**src/rtl/bp_update_sched_pkg.sv**
```systemverilog
// Shared types and constants for the branch-predictor update scheduler.
// Holds the queued-update record layout and the scheduler state encoding.
package bp_update_sched_pkg;

  localparam int unsigned ALIAS_W      = 6;
  localparam int unsigned INIT_ENTRIES = 1 << ALIAS_W;
  localparam int unsigned ADDR_W       = 32;

  typedef enum logic [0:0] {
    StInit = 1'b0,
    StRun  = 1'b1
  } sched_state_e;

  // Field order fixes the packed layout; offsets below are relative to bit 0 (eip).
  typedef struct packed {
    logic               br_result;
    logic [ALIAS_W-1:0] br_alias;
    logic [ADDR_W-1:0]  br_eip;
    logic [ADDR_W-1:0]  fip_e;
    logic [ADDR_W-1:0]  fip_o;
    logic [ADDR_W-1:0]  eip;
  } upd_entry_t;

  localparam int unsigned ENTRY_W    = $bits(upd_entry_t);
  localparam int unsigned OFF_EIP    = 0;
  localparam int unsigned OFF_FIP_O  = OFF_EIP + ADDR_W;
  localparam int unsigned OFF_FIP_E  = OFF_FIP_O + ADDR_W;
  localparam int unsigned OFF_BR_EIP = OFF_FIP_E + ADDR_W;
  localparam int unsigned OFF_ALIAS  = OFF_BR_EIP + ADDR_W;
  localparam int unsigned OFF_RESULT = OFF_ALIAS + ALIAS_W;

  // Clearing write for one PHT/BTB slot during the post-reset sweep.
  function automatic upd_entry_t sweep_entry(logic [ALIAS_W-1:0] idx);
    upd_entry_t e;
    e          = '0;
    e.br_alias = idx;
    return e;
  endfunction

endpackage

```
**src/rtl/bp_update_sched_if.sv**
```systemverilog
// WB-to-scheduler and scheduler-to-predictor signal bundle.
// master = WB / fetch side, slave = the scheduler.
interface bp_update_sched_if;
  import bp_update_sched_pkg::*;

  logic               wb_valid;
  logic               wb_BR_result;
  logic [ALIAS_W-1:0] wb_BR_alias;
  logic [ADDR_W-1:0]  wb_br_eip;
  logic [ADDR_W-1:0]  wb_FIP_E;
  logic [ADDR_W-1:0]  wb_FIP_O;
  logic [ADDR_W-1:0]  wb_EIP;
  logic               upd_hold;
  logic               wb_ready;

  logic               upd_LD;
  logic               upd_is_BR;
  logic               upd_BR_result;
  logic [ALIAS_W-1:0] upd_BR_alias;
  logic [ADDR_W-1:0]  upd_br_eip;
  logic [ADDR_W-1:0]  upd_FIP_E;
  logic [ADDR_W-1:0]  upd_FIP_O;
  logic [ADDR_W-1:0]  upd_EIP;
  logic               init_busy;

  modport master (
    output wb_valid, wb_BR_result, wb_BR_alias, wb_br_eip, wb_FIP_E, wb_FIP_O, wb_EIP,
    output upd_hold,
    input  wb_ready,
    input  upd_LD, upd_is_BR, upd_BR_result, upd_BR_alias, upd_br_eip, upd_FIP_E, upd_FIP_O,
    input  upd_EIP, init_busy
  );

  modport slave (
    input  wb_valid, wb_BR_result, wb_BR_alias, wb_br_eip, wb_FIP_E, wb_FIP_O, wb_EIP,
    input  upd_hold,
    output wb_ready,
    output upd_LD, upd_is_BR, upd_BR_result, upd_BR_alias, upd_br_eip, upd_FIP_E, upd_FIP_O,
    output upd_EIP, init_busy
  );

endinterface

```
**src/rtl/bp_upd_fifo.sv**
```systemverilog
// Small register-file FIFO for resolved-branch updates.
// Pointers carry one extra wrap bit so full and empty are distinguishable.
module bp_upd_fifo
  import bp_update_sched_pkg::*;
#(
  parameter int unsigned DEPTH = 4,
  parameter int unsigned WIDTH = ENTRY_W
) (
  input  logic             clk,
  input  logic             reset,
  input  logic             push,
  input  logic [WIDTH-1:0] wdata,
  input  logic             pop,
  output logic [WIDTH-1:0] rdata,
  output logic             full,
  output logic             empty
);

  localparam int unsigned IdxW = $clog2(DEPTH);
  localparam int unsigned PtrW = IdxW + 1;

  logic [PtrW-1:0]  wr_ptr_q, rd_ptr_q;
  logic [WIDTH-1:0] mem_q [DEPTH];
  logic             push_ok, pop_ok;

  assign full    = (wr_ptr_q[IdxW] != rd_ptr_q[IdxW]) &&
                   (wr_ptr_q[IdxW-1:0] == rd_ptr_q[IdxW-1:0]);
  assign empty   = (wr_ptr_q == rd_ptr_q);
  assign push_ok = push & ~full;
  assign pop_ok  = pop & ~empty;
  assign rdata   = mem_q[rd_ptr_q[IdxW-1:0]];

  always_ff @(posedge clk) begin
    if (reset) begin
      wr_ptr_q <= '0;
      rd_ptr_q <= '0;
    end else begin
      if (push_ok) wr_ptr_q <= wr_ptr_q + PtrW'(1);
      if (pop_ok)  rd_ptr_q <= rd_ptr_q + PtrW'(1);
    end
  end

  // Storage needs no reset: only slots between the pointers are ever read out.
  always_ff @(posedge clk) begin
    if (push_ok) mem_q[wr_ptr_q[IdxW-1:0]] <= wdata;
  end

endmodule

```
**src/rtl/bp_update_sched.sv**
```systemverilog
// Owns the predictor/BTB write port: clears every entry after reset, then drains
// queued WB branch resolutions one per cycle in retire order.
module bp_update_sched
  import bp_update_sched_pkg::*;
#(
  parameter int unsigned DEPTH = 4
) (
  input  logic clk,
  input  logic reset,
  bp_update_sched_if.slave bus
);

  sched_state_e       state_q;
  logic [ALIAS_W-1:0] idx_q;
  logic               upd_ld_q;
  logic               upd_is_br_q;
  logic               init_busy_q;
  upd_entry_t         upd_q;

  upd_entry_t         wb_entry;
  upd_entry_t         head;
  logic [ENTRY_W-1:0] head_raw;
  logic               fifo_full, fifo_empty;
  logic               running, wb_ready, push, pop;

  assign running  = (state_q == StRun);
  assign wb_ready = ~fifo_full & running;
  assign push     = bus.wb_valid & wb_ready;
  assign pop      = running & ~fifo_empty & ~bus.upd_hold;

  assign wb_entry = '{
    br_result: bus.wb_BR_result,
    br_alias:  bus.wb_BR_alias,
    br_eip:    bus.wb_br_eip,
    fip_e:     bus.wb_FIP_E,
    fip_o:     bus.wb_FIP_O,
    eip:       bus.wb_EIP
  };
  assign head = upd_entry_t'(head_raw);

  bp_upd_fifo #(
    .DEPTH (DEPTH),
    .WIDTH (ENTRY_W)
  ) u_fifo (
    .clk   (clk),
    .reset (reset),
    .push  (push),
    .wdata (wb_entry),
    .pop   (pop),
    .rdata (head_raw),
    .full  (fifo_full),
    .empty (fifo_empty)
  );

  always_ff @(posedge clk) begin
    if (reset) begin
      state_q     <= StInit;
      idx_q       <= '0;
      upd_ld_q    <= 1'b0;
      upd_is_br_q <= 1'b0;
      init_busy_q <= 1'b1;
      upd_q       <= '0;
    end else begin
      unique case (state_q)
        StInit: begin
          // Sweep ignores upd_hold: nothing reads the predictor while init_busy is high.
          upd_ld_q    <= 1'b1;
          upd_is_br_q <= 1'b1;
          upd_q       <= sweep_entry(idx_q);
          idx_q       <= idx_q + ALIAS_W'(1);
          if (idx_q == ALIAS_W'(INIT_ENTRIES - 1)) begin
            state_q     <= StRun;
            init_busy_q <= 1'b0;
          end
        end
        StRun: begin
          if (pop) begin
            upd_ld_q    <= 1'b1;
            upd_is_br_q <= 1'b1;
            upd_q       <= head;
          end else begin
            upd_ld_q <= 1'b0;
          end
        end
        default: begin
          state_q <= StInit;
          idx_q   <= '0;
        end
      endcase
    end
  end

  assign bus.wb_ready      = wb_ready;
  assign bus.upd_LD        = upd_ld_q;
  assign bus.upd_is_BR     = upd_is_br_q;
  assign bus.upd_BR_result = upd_q.br_result;
  assign bus.upd_BR_alias  = upd_q.br_alias;
  assign bus.upd_br_eip    = upd_q.br_eip;
  assign bus.upd_FIP_E     = upd_q.fip_e;
  assign bus.upd_FIP_O     = upd_q.fip_o;
  assign bus.upd_EIP       = upd_q.eip;
  assign bus.init_busy     = init_busy_q;

endmodule

```
**src/flat_wrapper.sv**
```systemverilog
// flat-port wrapper written by rule: the top's interface ports become plain ports
module bp_update_sched_flat import bp_update_sched_pkg::*;
#(
  parameter int unsigned DEPTH = 4
)
  (clk, reset, bus_wb_valid, bus_wb_BR_result, bus_wb_BR_alias, bus_wb_br_eip, bus_wb_FIP_E, bus_wb_FIP_O, bus_wb_EIP, bus_upd_hold, bus_wb_ready, bus_upd_LD, bus_upd_is_BR, bus_upd_BR_result, bus_upd_BR_alias, bus_upd_br_eip, bus_upd_FIP_E, bus_upd_FIP_O, bus_upd_EIP, bus_init_busy);
  bp_update_sched_if bus_i ();
  input  logic clk;
  input  logic reset;
  input wire logic [$bits(bus_i.wb_valid)-1:0] bus_wb_valid;
  input wire logic [$bits(bus_i.wb_BR_result)-1:0] bus_wb_BR_result;
  input wire logic [$bits(bus_i.wb_BR_alias)-1:0] bus_wb_BR_alias;
  input wire logic [$bits(bus_i.wb_br_eip)-1:0] bus_wb_br_eip;
  input wire logic [$bits(bus_i.wb_FIP_E)-1:0] bus_wb_FIP_E;
  input wire logic [$bits(bus_i.wb_FIP_O)-1:0] bus_wb_FIP_O;
  input wire logic [$bits(bus_i.wb_EIP)-1:0] bus_wb_EIP;
  input wire logic [$bits(bus_i.upd_hold)-1:0] bus_upd_hold;
  output wire logic [$bits(bus_i.wb_ready)-1:0] bus_wb_ready;
  output wire logic [$bits(bus_i.upd_LD)-1:0] bus_upd_LD;
  output wire logic [$bits(bus_i.upd_is_BR)-1:0] bus_upd_is_BR;
  output wire logic [$bits(bus_i.upd_BR_result)-1:0] bus_upd_BR_result;
  output wire logic [$bits(bus_i.upd_BR_alias)-1:0] bus_upd_BR_alias;
  output wire logic [$bits(bus_i.upd_br_eip)-1:0] bus_upd_br_eip;
  output wire logic [$bits(bus_i.upd_FIP_E)-1:0] bus_upd_FIP_E;
  output wire logic [$bits(bus_i.upd_FIP_O)-1:0] bus_upd_FIP_O;
  output wire logic [$bits(bus_i.upd_EIP)-1:0] bus_upd_EIP;
  output wire logic [$bits(bus_i.init_busy)-1:0] bus_init_busy;
  assign bus_i.wb_valid = bus_wb_valid;
  assign bus_i.wb_BR_result = bus_wb_BR_result;
  assign bus_i.wb_BR_alias = bus_wb_BR_alias;
  assign bus_i.wb_br_eip = bus_wb_br_eip;
  assign bus_i.wb_FIP_E = bus_wb_FIP_E;
  assign bus_i.wb_FIP_O = bus_wb_FIP_O;
  assign bus_i.wb_EIP = bus_wb_EIP;
  assign bus_i.upd_hold = bus_upd_hold;
  assign bus_wb_ready = bus_i.wb_ready;
  assign bus_upd_LD = bus_i.upd_LD;
  assign bus_upd_is_BR = bus_i.upd_is_BR;
  assign bus_upd_BR_result = bus_i.upd_BR_result;
  assign bus_upd_BR_alias = bus_i.upd_BR_alias;
  assign bus_upd_br_eip = bus_i.upd_br_eip;
  assign bus_upd_FIP_E = bus_i.upd_FIP_E;
  assign bus_upd_FIP_O = bus_i.upd_FIP_O;
  assign bus_upd_EIP = bus_i.upd_EIP;
  assign bus_init_busy = bus_i.init_busy;
  bp_update_sched #(.DEPTH(DEPTH)) u_core (.clk(clk), .reset(reset), .bus(bus_i));
endmodule
```
**config.mk**
```make
export PLATFORM = sky130hd
export DESIGN_NAME = bp_update_sched_flat
export DESIGN_NICKNAME = d
export VERILOG_FILES = /design/src/rtl/bp_update_sched_pkg.sv /design/src/rtl/bp_update_sched_if.sv /design/src/rtl/bp_upd_fifo.sv /design/src/rtl/bp_update_sched.sv /design/src/flat_wrapper.sv
export SDC_FILE = /design/constraint.sdc
export NUM_CORES = 1
export LEC_CHECK = 0
export ABC_CLOCK_PERIOD_IN_PS = 5800
export CAP_MARGIN = 10
export CORE_MARGIN = 10
export CORE_UTILIZATION = 45
export CTS_BUF_LIST = sky130_fd_sc_hd__clkbuf_2 sky130_fd_sc_hd__clkbuf_4 sky130_fd_sc_hd__clkbuf_8
export DETAILED_ROUTE_END_ITERATION = 6
export PLACE_DENSITY = 0.7
export SKIP_CTS_REPAIR_TIMING = 1
export SLEW_MARGIN = 20
export SYNTH_ARGS = -nofsm -noshare
export SYNTH_HDL_FRONTEND = slang
export SYNTH_SLANG_ARGS = --single-unit
```
**constraint.sdc**
```tcl
create_clock -name clk -period 5.8 [get_ports clk]
set_clock_uncertainty 0.05 [all_clocks]
set_input_delay 0.87 -clock clk [delete_from_list [all_inputs] [get_ports clk]]
set_output_delay 0.87 -clock clk [all_outputs]
set_load 0.01 [all_outputs]
```
-- Word-level counts from Yosys, hierarchy flattened
Memory sizes are Yosys's and may differ from the RTL's. A register that Yosys moved wholly into a read port is not among the register bits.
Cells that the tools add are included.
- flip-flop bits (word level): 151
- bits in writable memories: 540
- bits of input ports: 139
- output and inout port bits: 139
- logic and storage cells: 46
- memories: 1
- memory list (name ; depth ; bits a word ; rd ports ; clocked after Yosys merged registers in ; write ports ; RTL line ; RTL):
    u_core.u_fifo.mem_q ; 4 ; 135 ; 1 ; 1 ; 1 ; bp_upd_fifo.sv:23 ; logic [WIDTH-1:0] mem_q [DEPTH];
- add/subtract/negate cells: 3
- equal/unequal tests: 5
- mux-type cells: 12
- bitwise logic cells: 10
- reduce and logical (&&, ||, !) cells: 2
- operators by type and width (operator ; count):
    $pmux W135 S2 ; 1
    $mux W135 ; 1
    $add A3 B1 Y3 const B ; 2
    $add A6 B1 Y6 const B ; 1
    $and A1 B1 Y1 ; 6
    $eq A6 B6 Y1 const B ; 1
    $mux W1 ; 6
    $mux W2 ; 2
    $not A1 Y1 ; 4
    $pmux W1 S2 ; 2
    $eq A3 B3 Y1 ; 1
    $eq A2 B2 Y1 ; 1
    $ne A2 B2 Y1 const B ; 1
    $reduce_and A2 Y1 ; 1
    $logic_and A1 B1 Y1 ; 1
    $ne A1 B1 Y1 ; 1

-- Longest topological paths before layout
Gate-level depths: netlist of the first run.
- word-level depth: 8
- depth in mapped cells: 6
- gate-level depth less buffers: 4

-- Modules after synthesis
A second synthesis of the first run with hierarchy kept.
- cell total of the unflattened synthesis: 1410
- area, all modules: 25121.6 µm²
- modules (own cells, without submodules) (module ; times used ; cells each ; area an instance (µm²)):
    bp_upd_fifo ; 1 ; 773 ; 20001.7
    bp_update_sched ; 1 ; 637 ; 5119.9

-- Least setup slack after synthesis of the first run
OpenSTA, ideal clock, no wires.
- path kind: input-to-reg
- from: input bus_wb_valid
- to: memory u_core.u_fifo.mem_q[2][0] in the netlist's numbering, enable pin
- library setup time: 0.510 ns
- data arrival time: 4.394 ns
- required time: 5.240 ns
- setup slack: 0.846 ns
- cell stages on the path: 3
- cells stage by stage: nand2_1 a31oi_1 and2_1
- word-level cells in the longest chain between the ends: 4
- RTL lines (item ; RTL line ; RTL):
    start, declared ; flat_wrapper.sv:10 ; input wire logic [$bits(bus_i.wb_valid)-1:0] bus_wb_valid;
    $and A1 B1 Y1 ; bp_update_sched.sv:28 ; assign push = bus.wb_valid & wb_ready;
    $and A1 B1 Y1 ; bp_upd_fifo.sv:29 ; assign push_ok = push & ~full;
    $mux W1 ; bp_upd_fifo.sv:45 ; if (push_ok) mem_q[wr_ptr_q[IdxW-1:0]] <= wdata;
    $mux W1 (not written as such) ; bp_upd_fifo.sv:45 ;
    end, declared ; bp_upd_fifo.sv:23 ;
No other way between the ends.

-- Final worst setup path of the first run
- from: register u_core.u_fifo.wr_ptr_q[1]
- to: output bus_wb_ready
- word-level cells in the longest chain between the ends: 4
- RTL lines (item ; RTL line ; RTL):
    start, declared ; bp_upd_fifo.sv:22 ; logic [PtrW-1:0] wr_ptr_q, rd_ptr_q;
    start signal, assigned ; bp_upd_fifo.sv:38 ; if (push_ok) wr_ptr_q <= wr_ptr_q + PtrW'(1);
    $eq A2 B2 Y1 ; bp_upd_fifo.sv:27 ; (wr_ptr_q[IdxW-1:0] == rd_ptr_q[IdxW-1:0]);
    $logic_and A1 B1 Y1 ; bp_upd_fifo.sv:26 ; assign full = (wr_ptr_q[IdxW] != rd_ptr_q[IdxW]) &&
    $not A1 Y1 ; bp_update_sched.sv:27 ; assign wb_ready = ~fifo_full & running;
    $and A1 B1 Y1 ; bp_update_sched.sv:27 ;
    end, declared ; flat_wrapper.sv:18 ; output wire logic [$bits(bus_i.wb_ready)-1:0] bus_wb_ready;
No other way between the ends.

==> flow_summary_export.csv, run 1 <==
group,metric,value,unit
run_status,status,"completed",
yosys,yosys_warnings,0,
critical_path,required,4.88,ns
critical_path,crit_type,"reg2out",
timing,worst_slew_pin_slew,1.03,ns
placed_design,dpl.hpwl,33.5,mm
floorplanning,start_util,45.6,%
cts,cts.clk_slew.worst_paths,0.06,ns
placed_design,port_buffers,277,
floorplanning,fp.dieH,259,um
pwr,clkPwrFrac,44.4,%
critical_path,path_cells,"xnor2_1, a31oi_1, clkdlybuf4s50_1",
global_routing,grt_max_degree,168,
timing,hold_viol,0,
yosys,synth_area_leaders,"edfxtp_1 63%, dfxtp_1 12%, mux4_2 12%, mux2i_1 5.1%, nand2_1 3.8%",
timing,slew_violations,0,
hold_path,whs_path_depth,2,
route,routedWlPerCell,21.3,um
cells_and_area,area_growth,23.3,%
pwr,p_sw,1.91,mW
route,wl,55.1,mm
yosys,synth_top_area_share,62.9,%
route,route.detailed.drc,0,
global_routing,grt_pass1_vias,13900,
placed_design,place.gp.congestion,0.728,
floorplanning,num_io_pins,278,
yosys,postSynthCellCount,1406,
yosys,ys_async_sr_fraction,0,%
yosys,synthesis.nets,1551,
critical_path,worstReg2RegEnd,"u_core.u_fifo.mem_q[2][71]$_DFFE_PP_",
yosys,yosysUniqueCellTypes,34,
yosys,ys_ff_latch,693,
global_routing,grt_use_met3,4.43,%
cts,clockBufferDepth,3,
global_routing,use_met2,27.1,%
timing,setup_viol,0,
timing,period_minus_slack,3.62,ns
pwr,p_per_area,311,mW/mm^2
critical_path,timing.critical_path.slowest_stage_cell,"xnor2_1",
timing,setup_tns,0,ns
yosys,synth-main-ff-cell,"edfxtp_1",
critical_path,worstSetupStartpointType,"flop",
yosys,synth_area,0.0258,mm^2
floorplanning,rows,87,
cts,cts-root-buf,"clkbuf_8",
hold_path,min_from,"u_core.bus.upd_FIP_O[24]$_SDFFE_PP0P_",
critical_path,end_kind,"output pin",
hold_path,min_to,"u_core.bus.upd_FIP_O[24]$_SDFFE_PP0P_",
flow_run,cap_viol_max_count,0,
route,avgViaCountPerCell,5.14,
cts,cts_buffers,110,
route,drtAntennaViolNets,0,
global_routing,met1_usage,20.1,%
floorplanning,die_x,259,um
global_routing,gr-total-overflow,0,
hold_path,hp-class,"reg2reg",
timing,finalCritPeriodShare,62.4,%
floorplanning,core_area,0.0566,mm^2
critical_path,rr_startpoint,"u_core.u_fifo.wr_ptr_q[1]$_SDFFE_PP0P_",
yosys,netlist.top_cell.by_area,"edfxtp_1",
cells_and_area,final_nets,1879,
critical_path,worstPathArrival,2.70,ns
route,dr.first_iter.drc_count,887,
critical_path,path_delay_family,"XOR/XNOR gates",
cts,clkSinkCount,693,
yosys,synth_commonest_cells,"540 x edfxtp_1, 259 x nand2_1, 153 x dfxtp_1, 135 x mux4_2, 132 x mux2i_1",
pwr,power_frac_seq,54.1,%
yosys,postSynthAreaPerCell,18.3,um^2
route,vias,13300,
route,dr.pass1.iters,5,
pwr,leakage,10.8,nW
pwr,power.total,9.89,mW
cts,htreeDepth,3,
critical_path,reg2regPathDepth,4,
critical_path,crit_buf_inv,1,
timing,relSlewSlack,30.8,%
yosys,yosysSeqAreaShare,74.8,%
global_routing,grt_pass1_wl,83.9,mm
pwr,peakVddDrop,0.182,mV
timing,rsz0062_at_grt,"no",
timing,fmax,276,MHz
floorplanning,die_area,0.0673,mm^2
pwr,switching_share,19.3,%
cts,clk_latency,0.69,ns
global_routing,grt.busiest_layer,"met2",
yosys,yosysMostFrequentCell,"edfxtp_1",
global_routing,grt_usage,16.3,%
cts,cts_tree,"yes",
yosys,synth-edff-count,540,
pwr,pwr-share-comb,1.5,%
critical_path,reg2reg_slack,2.67,ns
critical_path,slowest_delay,0.84,ns
cells_and_area,drive_gt1_share,20.1,%
critical_path,crit_path_max_fanout,14,
global_routing,antenna_found_initial,11,
pwr,p_int,7.98,mW
-- area by class of cell --
class | count | area [um^2]
well taps | 756 | 946
diodes | 5 | 12.5
inverters | 13 | 48.8
multi-input cells | 615 | 6040
flip-flops and latches | 693 | 19300
clock inverters | 26 | 200
clock buffers | 182 | 2220
repair buffers | 301 | 3050
fillers | 4404 | 24800
-- cells in the final DEF (no fill, tap or decap), types with 4 or more instances in the layout --
cell type,synthesis,layout
clkinv_2,0,5
clkinv_1,0,14
inv_1,13,13
buf_12,0,6
mux2_2,4,4
dfxtp_1,153,151
nand2_1,259,259
clkbuf_4,0,46
a311oi_1,13,13
a31oi_1,5,5
diode_2,0,5
a21oi_1,4,4
ha_1,6,6
nor2_1,15,15
nand2b_1,5,5
and2_4,0,4
edfxtp_1,540,540
mux4_2,135,135
mux2i_1,132,132
clkdlybuf4s50_1,0,277
clkbuf_8,0,136
buf_4,10,17
a311o_1,8,8
-- per-layer routing --
metal | part of all wire (%) | vias to the layer above
met3 | 6.4 | 72
met4 | 1.7 | 12
met1 | 40 | 6807
li1 | - | 6093
met5 | 0.17 | -
met2 | 51 | 343
-- per-stage QoR --
step / setup WS [ns] / hold WS [ns] / instance area (um^2) / std cells / util (%)
global route: 1.96 / 0.431 / 31800 / 2591 / 56.2
detailed placement: 2.02 / 0.402 / 29400 / 2378 / 51.9
global placement: 2.05 / 0.395 / 29300 / 2377 / 51.8
finish: 2.18 / 0.406 / 31800 / 2591 / 56.2
CTS: 2.13 / 0.410 / 31800 / 2586 / 56.1
floorplan: 0.846 / 0.417 / 25800 / 1406 / -
-- power groups by stage --
stage               Clock (mW)  Sequential [mW]  Combinational (mW)
detailed placement           0             5.45               0.153
CTS                       4.51             5.35               0.154
finish                    4.39             5.35               0.153
floorplan                    0             5.46              0.0104
global route              4.74             5.35               0.166
global placement             0             5.45               0.145
-- registers in the layout, indices dropped and copies added (netlist names), named ones only --
register and flops:
u_core.bus.init_busy 1, u_core.bus.upd_BR_alias 6, u_core.bus.upd_BR_result 1, u_core.bus.upd_EIP 32, u_core.bus.upd_FIP_E 32, u_core.bus.upd_FIP_O 32, u_core.bus.upd_LD 1, u_core.bus.upd_br_eip 32
u_core.bus.upd_is_BR 1, u_core.idx_q 6, u_core.running 1, u_core.u_fifo.mem_q 540, u_core.u_fifo.rd_ptr_q 3, u_core.u_fifo.wr_ptr_q 3
-- worst register-to-register path, delay by kind of cell, from the launching register on --
kind / cells / cell delay, ns
flops: 1 / 0.42
xor+xnor: 1 / 0.34
buf+inv: 1 / 0.48
compound gates: 1 / 0.60
simple gates: 1 / 0.79
-- cells by family (layout without fill, tap and decap cells) --
family                   Yosys count  in the layout  synth area share [%]
flip-flops                       693            693                  74.8
AND/OR/NAND/NOR                  297            297                  4.57
multiplexers                     271            271                  17.1
buffers and inverters             98            522                  1.95
AO/OA/AOI/OAI                     34             34                  1.06
XOR/XNOR                           7              7                 0.267
adder cells (fa/ha/maj)            6              6                 0.291
other                              0              5                     0
-- worst max path at each step --
stage                                           start                                     to  slack, ns  cells past startpoint
3_5_place_dp                             bus_wb_valid   u_core.u_fifo.mem_q[2][69]$_DFFE_PP_       2.02                      5
3_3_place_gp                             bus_wb_valid  u_core.u_fifo.mem_q[2][110]$_DFFE_PP_       2.05                      5
5_1_grt        u_core.u_fifo.wr_ptr_q[1]$_SDFFE_PP0P_                           bus_wb_ready       1.96                      3
2_1_floorplan                            bus_wb_valid    u_core.u_fifo.mem_q[2][0]$_DFFE_PP_       0.85                      3
6_report       u_core.u_fifo.wr_ptr_q[1]$_SDFFE_PP0P_                           bus_wb_ready       2.18                      3
4_1_cts        u_core.u_fifo.wr_ptr_q[1]$_SDFFE_PP0P_                           bus_wb_ready       2.13                      3
No activity file was read; power rests on OpenSTA's default activity.
==> run 2, diff against run 1 <==
ABC_CLOCK_PERIOD_IN_PS = 3200   (was 5800)
PLACE_DENSITY = 0.72   (was 0.7)
clock period = 3.2 ns   (was 5.8 ns; I/O delays follow)
==> run 2 against run 1 <==
Core utilization up 0.74 points. Combinational power up 83%. Hold slack worse by 0.050 ns. Cell area up 1.3%. Critical path depth unchanged. Global-route usage about the same. Via count up 1.5%.
==> flow_summary_export.csv, run 2 (same netlist as run 1, synthesis figures left out) <==
group,metric,value,unit
flow_run,cap_viol_max_count,0,
timing,fmax,348,MHz
run_status,status,"completed",
cts,cts_buffers,113,
timing,slew_violations,0,
timing,period_minus_slack,2.87,ns
critical_path,path_cells,"xnor2_2, a31oi_1, clkdlybuf4s50_1",
placed_design,port_buffers,277,
pwr,leakage,11.0,nW
cts,cts.clk_slew.worst_paths,0.06,ns
cells_and_area,final_common_cell,"edfxtp_1",
floorplanning,num_io_pins,278,
global_routing,antenna_found_initial,11,
global_routing,grt_pass1_vias,14300,
hold_path,whs_path_depth,1,
placed_design,place.gp.congestion,0.741,
timing,hold_viol,0,
floorplanning,die_area,0.0673,mm^2
critical_path,crit_type,"reg2out",
placed_design,dp_cells,2402,
critical_path,worstSetupStartpointType,"flop",
route,dr.first_iter.drc_count,814,
floorplanning,core_area,0.0566,mm^2
placed_design,place_ws,0.627,ns
critical_path,required,2.67,ns
route,vias,13500,
critical_path,cp.depth,3,
route,route.detailed.drc,0,
cells_and_area,fin_area,0.0322,mm^2
critical_path,crit_path_max_fanout,14,
cts,cts_tree,"yes",
timing,setup_slack,0.329,ns
timing,rsz0062_at_grt,"no",
placed_design,placed_area,0.0297,mm^2
cells_and_area,final_cell_mix,"540 x edfxtp_1, 277 x clkdlybuf4s50_1, 259 x nand2_1",
route,routedWlPerCell,21.1,um
timing,relSlewSlack,52.2,%
floorplanning,rows,87,
critical_path,path_delay_family,"XOR/XNOR gates",
pwr,power.total,18.1,mW
route,avgViaCountPerCell,5.16,
cells_and_area,drive_gt1_share,21.6,%
critical_path,worstPathArrival,2.34,ns
critical_path,slowest_delay,0.53,ns
pwr,p_int,14.5,mW
timing,worst_slew_pin_slew,0.717,ns
global_routing,gr-total-overflow,0,
cts,clk_latency,0.71,ns
placed_design,dpl.hpwl,34.9,mm
global_routing,grt_pass1_wl,84.3,mm
floorplanning,fp.dieH,259,um
pwr,clkPwrFrac,44.8,%
pwr,power_frac_seq,53.6,%
route,wl,55.2,mm
timing,finalCritPeriodShare,89.7,%
cts,clockBufferDepth,3,
hold_path,hp-class,"in2reg",
cells_and_area,final_util,56.9,%
critical_path,timing.critical_path.slowest_stage_cell,"xnor2_2",
cells_and_area,layoutNonFillerInstCount,2621,
cells_and_area,largest_reg_flops,540,
cts,htreeDepth,3,
floorplanning,start_util,45.6,%
route,dr.pass1.iters,6,
timing,worst_hold_slack,0.357,ns
pwr,switching_share,19.7,%
pwr,p_per_area,561,mW/mm^2
pwr,p_sw,3.56,mW
cts,cts-root-buf,"clkbuf_8",
global_routing,grt_max_degree,129,
floorplanning,die_x,259,um
cts,clkSinkCount,693,
pwr,pwr-share-comb,1.5,%
critical_path,crit_buf_inv,1,
route,drtAntennaViolNets,0,
critical_path,reg2regPathDepth,4,
cells_and_area,final_nets,1906,
timing,setup_viol,0,
cells_and_area,area_growth,24.9,%
global_routing,grt_usage,16.3,%
critical_path,end_kind,"output pin",
timing,setup_tns,0,ns
pwr,peakVddDrop,0.320,mV
## run 2: final cells by class
type / count / area (um^2)
Antenna cell: 5 / 12.5
Sequential cell: 693 / 19300
Tap cell: 756 / 946
Multi-Input combinational cell: 615 / 6040
Clock inverter: 46 / 372
Fill cell: 4281 / 24400
Inverter: 13 / 48.8
Timing Repair Buffer: 325 / 3380
Clock buffer: 168 / 2120
## run 2: worst paths after layout
kind,start,end,slack [ns]
worst max register to register,u_core.u_fifo.wr_ptr_q[1]$_SDFFE_PP0P_,u_core.bus.upd_FIP_E[25]$_SDFFE_PP0P_,0.90
worst min register to register,u_core.bus.upd_br_eip[7]$_SDFFE_PP0P_,u_core.bus.upd_br_eip[7]$_SDFFE_PP0P_,0.41
worst max-delay path,u_core.u_fifo.wr_ptr_q[1]$_SDFFE_PP0P_,bus_wb_ready,0.33
worst min-delay path,bus_wb_EIP[24],u_core.u_fifo.mem_q[2][24]$_DFFE_PP_,0.36
## run 2: layer usage
| layer | GRT usage [%] | part of all wire (%) |
|---|---|---|
| met5 | 0 | 0.19 |
| met4 | 6.33 | 2.2 |
| met3 | 4.19 | 6.2 |
| met2 | 27.4 | 52 |
| met1 | 19.8 | 40 |
## run 2: power by group through the flow
| stage | clock network, mW | registers, mW | logic, mW |
|---|---|---|---|
| floorplan | 0 | 9.89 | 0.0189 |
| detailed placement | 0 | 9.88 | 0.281 |
| global placement | 0 | 9.88 | 0.267 |
| CTS | 8.35 | 9.70 | 0.282 |
| finish | 8.11 | 9.70 | 0.280 |
| global route | 8.77 | 9.69 | 0.301 |
